==> config.mk <==
export PLATFORM = sky130hd
export DESIGN_NAME = add_serial_arb
export DESIGN_NICKNAME = d
export VERILOG_FILES = /design/src/rtl/add_serial_arb.sv
export SDC_FILE = /design/constraint.sdc
export NUM_CORES = 1
export LEC_CHECK = 0
export BUFFER_PORTS_ARGS = -buffer_cell sky130_fd_sc_hd__buf_4
export CAP_MARGIN = 20
export CORE_MARGIN = 2
export CORE_UTILIZATION = 50
export DETAILED_ROUTE_END_ITERATION = 6
export GPL_TIMING_DRIVEN = 0
export PLACE_DENSITY = 0.87
export SLEW_MARGIN = 40
export SYNTH_ARGS = -nofsm -noshare
export SYNTH_HDL_FRONTEND = slang
export SYNTH_SLANG_ARGS = --single-unit
==> constraint.sdc <==
create_clock -name clk -period 1.93 [get_ports clk]
set_input_delay 0.0965 -clock clk [delete_from_list [all_inputs] [get_ports clk]]
set_output_delay 0.0965 -clock clk [all_outputs]
set_load 0.005 [all_outputs]
==> src/rtl/add_serial_arb.sv <==
`default_nettype none
// +--------------------------------------------------------------------------+
// | Module   : add_serial_arb                                                |
// | Purpose  : Round-robin arbiter that time-shares one LSB-first bit-serial |
// |            ripple adder among NREQ requesters. The winner's operands are |
// |            latched at grant, added over WIDTH cycles, and the sum/carry  |
// |            are returned with a one-cycle one-hot done pulse.             |
// | Ports    : clk    - rising-edge clock                                    |
// |            rst    - asynchronous active-high reset                       |
// |            req    - per-requester level request, held until done        |
// |            op_a   - flattened operand A, slice i*WIDTH +: WIDTH          |
// |            op_b   - flattened operand B, same slicing                    |
// |            grant  - one-hot owner of the adder                           |
// |            done   - one-hot, one-cycle result-valid pulse                |
// |            busy   - high while in ADD or DONE                            |
// |            result - sum of the last completed add                        |
// |            cout   - carry-out of the last completed add                  |
// | Revision : 1.0 - initial release                                         |
// +--------------------------------------------------------------------------+
module add_serial_arb #(
  parameter int NREQ  = 4,
  parameter int WIDTH = 8,
  parameter int CW    = 4
) (
  input  logic                    clk,
  input  logic                    rst,
  input  logic [NREQ-1:0]         req,
  input  logic [NREQ*WIDTH-1:0]   op_a,
  input  logic [NREQ*WIDTH-1:0]   op_b,
  output logic [NREQ-1:0]         grant,
  output logic [NREQ-1:0]         done,
  output logic                    busy,
  output logic [WIDTH-1:0]        result,
  output logic                    cout
);

  localparam int IW = (NREQ > 1) ? $clog2(NREQ) : 1;

  typedef enum logic [1:0] {
    S_IDLE = 2'd0,
    S_ADD  = 2'd1,
    S_DONE = 2'd2
  } state_t;

  state_t            state_q,  state_d;
  logic [NREQ-1:0]   grant_q,  grant_d;
  logic [NREQ-1:0]   done_q,   done_d;
  logic              busy_q,   busy_d;
  logic [WIDTH-1:0]  result_q, result_d;
  logic              cout_q,   cout_d;
  logic [CW-1:0]     count_q,  count_d;
  logic              carry_q,  carry_d;
  logic [WIDTH-1:0]  a_sh_q,   a_sh_d;
  logic [WIDTH-1:0]  b_sh_q,   b_sh_d;
  logic [WIDTH-1:0]  sum_sh_q, sum_sh_d;
  logic [IW-1:0]     last_q,   last_d;
  logic [IW-1:0]     win_q,    win_d;

  // Round-robin winner search
  logic              rr_found;
  logic [IW-1:0]     rr_idx;
  logic [IW:0]       rr_cand;
  int                rr_base;

  // Serial adder bit slice
  logic              sum_bit;
  logic              carry_nxt;

  // Scan starts one past the last winner and wraps, so the most recent
  // owner is considered last.
  always_comb begin
    rr_found = 1'b0;
    rr_idx   = '0;
    rr_cand  = '0;
    for (int i = 1; i <= NREQ; i++) begin
      rr_cand = {1'b0, last_q} + (IW+1)'(i);
      if (rr_cand >= (IW+1)'(NREQ)) begin
        rr_cand = rr_cand - (IW+1)'(NREQ);
      end
      if (!rr_found && req[rr_cand[IW-1:0]]) begin
        rr_found = 1'b1;
        rr_idx   = rr_cand[IW-1:0];
      end
    end
    rr_base = int'(rr_idx) * WIDTH;
  end

  always_comb begin
    sum_bit   = a_sh_q[0] ^ b_sh_q[0] ^ carry_q;
    carry_nxt = (a_sh_q[0] & b_sh_q[0]) | (a_sh_q[0] & carry_q) | (b_sh_q[0] & carry_q);

    state_d  = state_q;
    grant_d  = grant_q;
    done_d   = '0;
    busy_d   = busy_q;
    result_d = result_q;
    cout_d   = cout_q;
    count_d  = count_q;
    carry_d  = carry_q;
    a_sh_d   = a_sh_q;
    b_sh_d   = b_sh_q;
    sum_sh_d = sum_sh_q;
    last_d   = last_q;
    win_d    = win_q;

    case (state_q)
      S_IDLE: begin
        grant_d = '0;
        busy_d  = 1'b0;
        if (rr_found) begin
          a_sh_d   = op_a[rr_base +: WIDTH];
          b_sh_d   = op_b[rr_base +: WIDTH];
          sum_sh_d = '0;
          carry_d  = 1'b0;
          count_d  = '0;
          grant_d  = {{(NREQ-1){1'b0}}, 1'b1} << rr_idx;
          win_d    = rr_idx;
          busy_d   = 1'b1;
          state_d  = S_ADD;
        end
      end

      S_ADD: begin
        carry_d  = carry_nxt;
        a_sh_d   = {1'b0, a_sh_q[WIDTH-1:1]};
        b_sh_d   = {1'b0, b_sh_q[WIDTH-1:1]};
        sum_sh_d = {sum_bit, sum_sh_q[WIDTH-1:1]};
        count_d  = count_q + CW'(1);
        // Last bit: capture the completed sum so it is valid alongside done.
        if (count_q == CW'(WIDTH-1)) begin
          result_d = sum_sh_d;
          cout_d   = carry_nxt;
          done_d   = grant_q;
          state_d  = S_DONE;
        end
      end

      S_DONE: begin
        last_d  = win_q;
        grant_d = '0;
        busy_d  = 1'b0;
        state_d = S_IDLE;
      end

      default: begin
        grant_d = '0;
        busy_d  = 1'b0;
        state_d = S_IDLE;
      end
    endcase
  end

  always_ff @(posedge clk or posedge rst) begin
    if (rst) begin
      state_q  <= S_IDLE;
      grant_q  <= '0;
      done_q   <= '0;
      busy_q   <= 1'b0;
      result_q <= '0;
      cout_q   <= 1'b0;
      count_q  <= '0;
      carry_q  <= 1'b0;
      a_sh_q   <= '0;
      b_sh_q   <= '0;
      sum_sh_q <= '0;
      last_q   <= IW'(NREQ-1);
      win_q    <= '0;
    end else begin
      state_q  <= state_d;
      grant_q  <= grant_d;
      done_q   <= done_d;
      busy_q   <= busy_d;
      result_q <= result_d;
      cout_q   <= cout_d;
      count_q  <= count_d;
      carry_q  <= carry_d;
      a_sh_q   <= a_sh_d;
      b_sh_q   <= b_sh_d;
      sum_sh_q <= sum_sh_d;
      last_q   <= last_d;
      win_q    <= win_d;
    end
  end

  assign grant  = grant_q;
  assign done   = done_q;
  assign busy   = busy_q;
  assign result = result_q;
  assign cout   = cout_q;

endmodule
`default_nettype wire

==> summary.md <==
The flow ran to the end, and the final reports show no timing, DRC or antenna violations. The first global-routing pass estimated 10.7 mm of wire. After the last flow step, the layout net total stands at 409. Setup violations remaining at the end of the flow were counted as 0. STA puts the critical path data arrival time at 1980 ps. The clock-pin slew on the worst setup and hold paths was 90 ps; the endpoint required time on the critical path was 2110 ps.

In this run the number of H-tree levels came out at 2. Summed over all layers, the global routing overflow is 0. The tools report the number of inserted diodes as 0.

The run gives 2255 as the via count. The slack of the critical path came out at 129 ps. For hold timing, the worst endpoint is b_sh_q[6]$_DFFE_PP0P_. The time the worst path needs with I/O delays and setup came out at 1800 ps.

For this design the ratio of total power to cell area is 1330 mW/mm^2. Relative to the synthesized area, the layout overhead comes to 32.1%. The CTS buffer count is 5, and the initial core utilization is 52.2%. Of the cells placed in the final design, the portion with a size suffix greater than 1 is 41.4%. STA classifies the critical path startpoint as a flip-flop. The tools report the maximum frequency from static timing analysis as 0.555 GHz.

In this run, synthesis produced a sequential element count of 52. The switching power share of the total was 38.0%. The critical path endpoint category is a flip-flop.

The critical path goes through nor2b_1 -> o21ai_2 -> o311a_1 -> buf_6 -> buf_12 -> mux2i_1 -> o211ai_2. The standard-cell row count was 26; the total routed wirelength was 6.28 mm. Before CTS, the worst setup slack after placement is 140 ps. The congestion estimate from routability-driven global placement came to 0.786.

Counting every sink on the clock net gives 52. The worst register-to-register path ends at b_sh_q[5]$_DFFE_PP0P_. The remaining routing DRC violations was 0.

For this run, asynchronously set or reset flops after synthesis account for 100%. For the cell area after technology mapping, the log shows 0.00270 sq mm. The number of distinct library cells after synthesis was 43; the total die area was 0.00600 sq mm. The post-detailed-route wirelength per cell was 15.4 um.

The worst hold path begins at op_b[30]. Tracing the worst setup path back leads to its startpoint at last_q[0]$_DFFE_PP1N_. The average cell area after synthesis was 11.2 sq um; the number of nets produced by synthesis was 313. Once the clock tree was built, the setup fixing pass inserted 0 buffers. Clock root buffer: clkbuf_8.

The critical path's largest stage delay is 590 ps, and the relative slew slack is 59.9%. For the final database, setup skew stands at 6.98 ps. The number of global-route vias before repair was 2329. The worst-case IR drop observed on VDD is 599 uV.

The die is 77.5 um wide. Commonest register cell after synthesis: dfrtp_1. The storage element area is 0.00130 sq mm.

The setup slack of the worst register-to-register path was 130 ps; the total iterations of the first detailed-routing run was 5. The multi-input combinational cells in the finished layout cover a total of 0.00124 sq mm. The filler cells instantiated in the layout total 397. For the clock latency on the worst-skew pair, the log shows 300 ps. The portion of the clock cycle consumed by the worst path in the final layout was 93.3%.

Counting cells, the worst reg-to-reg path comes to 7. Instance count along the most critical hold path: 3. The tools report the final core area utilization as 69.0%. Using the TritonRoute via totals, the vias-per-cell ratio works out to 5.53. In this run the count of I/O pins placed on the die edge is 88. Largest driver fanout on the critical path: 10. The critical path in this run is classified as flip-flop to flip-flop. The final-report max-slew violation count is 0, and the sequential share of the synthesized area is 48.3%. Per report_power, the combinational group accounts for 48.5% of the total. For the maximum count of clock buffers along a single path, the log shows 2. Pin count of the biggest net entering global routing: 39.

For this design the total switching power over the nets is 1.81 mW. The logs give 0 for the number of antenna violations at the first check in global routing and 0 for the residual antenna-violating net count after detailed routing. The internal power of the cells totals 2.95 mW. The total track usage is 22.2%, and the number of warnings issued by yosys is 0. For this block, the initial DRC count from the detailed router was 143.

Setup repair after global routing left no endpoint under its margin. The vertical extent of the die was 77.5 um. The source of the worst register-to-register timing path is last_q[0]$_DFFE_PP1N_. During placement, the flow inserted port buffers numbering 87. The count of endpoints failing hold in the final timing report is 0. The transition time of the tightest slew-check pin is 601 ps, and the clock network fraction of design power is 13.0%.

For the final routed database, the setup TNS stands at 0 ps. For this design, the slowest cell found on the critical path is dfstp_2. Max-cap violations in this run came to 0.

Synthesis produced 241 cells. The static leakage is 1.72 nW. The logs give 38.5% for the sequential share of power and 33.5 ps for the worst hold-check slack. The floorplan step defined a core boundary enclosing 0.00517 sq mm. The total power was 4.76 mW. The detailed-placement wirelength estimate came out at 4.72 mm.

The min-delay analysis places its worst path in the category primary input to flip-flop. TritonCTS built the clock tree. The number of enable flip-flop cells after synthesis is 0.
==> power by group through the flow <==
stage	sequential, mW	clock (mW)	combinational (mW)
global route	1.88	0.668	2.56
finish	1.83	0.617	2.31
detailed placement	1.85	0	2.30
global placement	1.82	0	2.21
CTS	1.83	0.630	2.32
floorplan	1.78	0	1.60
==> state kept, by name, summed over array words and instances (netlist names) <==
signal    cells
carry_q       1
done          4
last_q        2
count_q       4
sum_sh_q      7
grant         4
result        8
a_sh_q        8
b_sh_q        8
busy          1
state_q       2
cout          1
win_q         2
==> cell type report <==
cell class | count | share of cell area, %
plain buffers | 17 | 4.03
clock buffers | 8 | 2.53
inverters | 5 | 0.596
multi-input cells | 167 | 34.7
flip-flops and latches | 52 | 36.5
well taps | 70 | 2.46
repair buffers | 89 | 19.2
==> synth_stat cells, types with 6 or more instances <==
cell type	count	area, sq um
dfrtp_1	50	1250
nand2_1	27	101
mux2i_1	18	180
a22o_1	14	123
a31oi_1	14	87.6
nand3_1	14	70.1
o21ai_0	13	65.1
mux2_2	11	124
o211ai_1	9	67.6
buf_6	7	78.8
buf_2	6	30.0
nor2_1	6	22.5
==> placed cells by master (no fill, tap or decap), types with 2 or more instances in the layout <==
master    Yosys  layout
buf_4         1      88
dfrtp_1      50      50
nand2_1      27      27
mux2i_1      18      17
a22o_1       14      14
a31oi_1      14      14
nand3_1      14      14
o21ai_0      13      13
mux2_2       11      11
o211ai_1      9       9
buf_6         7       7
nor2_1        6       6
buf_2         6       6
clkbuf_8      0       6
o211ai_2      5       5
clkbuf_1      2       4
nor2b_1       4       4
and3_1        4       4
inv_1         4       3
xor2_1        2       2
o21ai_2       2       2
o21ai_1       2       2
a21o_1        2       2
o221ai_1      2       2
a21oi_1       2       2
buf_12        1       2
dfstp_2       2       2
==> what timing repair did <==
action	CTS	global route
hold endpoints to repair	50	0
endpoints found under the setup margin	0	1
hold buffers	1	0
gates resized for setup	0	1
==> worst max path at each step <==
| stage | endpoint |
|---|---|
| after global placement | done[2]$_DFF_PP0_ |
| after floorplan | b_sh_q[1]$_DFFE_PP0P_ |
| after CTS | b_sh_q[5]$_DFFE_PP0P_ |
| final | b_sh_q[5]$_DFFE_PP0P_ |
| after global routing | b_sh_q[0]$_DFFE_PP0P_ |
| after detailed placement | b_sh_q[5]$_DFFE_PP0P_ |
==> cell families (layout without fill, tap and decap cells) <==
family / after synthesis / after routing / share of synthesized area (%)
flops: 52 / 52 / 48.3
xor+xnor: 2 / 2 / 0.649
fa+ha+maj: 2 / 2 / 1.20
compound gates: 68 / 68 / 19.6
mux: 29 / 29 / 11.3
simple gates: 66 / 66 / 13.0
buf+inv: 22 / 119 / 6.02
==> worst max-delay path, delay by kind of cell, from the launching register on <==
kind	cells	cell delay [ps]
buffers and inverters	2	310
multiplexers	1	260
AND/OR/NAND/NOR	1	70
AO/OA/AOI/OAI	3	460
flip-flops	1	590
==> metal layers <==
metal | track usage, % | vias up | wire (um)
li1 | - | 1082 | -
met4 | 4.82 | 0 | 56
met1 | 28.6 | 1078 | 2620
met5 | 0 | - | 0
met2 | 39.0 | 89 | 3230
met3 | 4.07 | 6 | 371
==> through the flow <==
stage,instance area [sq um],cells
2_1_floorplan,2700,241
3_3_place_gp,3440,398
3_5_place_dp,3460,399
4_1_cts,3560,408
5_1_grt,3570,408
6_report,3570,408
No activity file was read; power rests on OpenSTA's default activity.
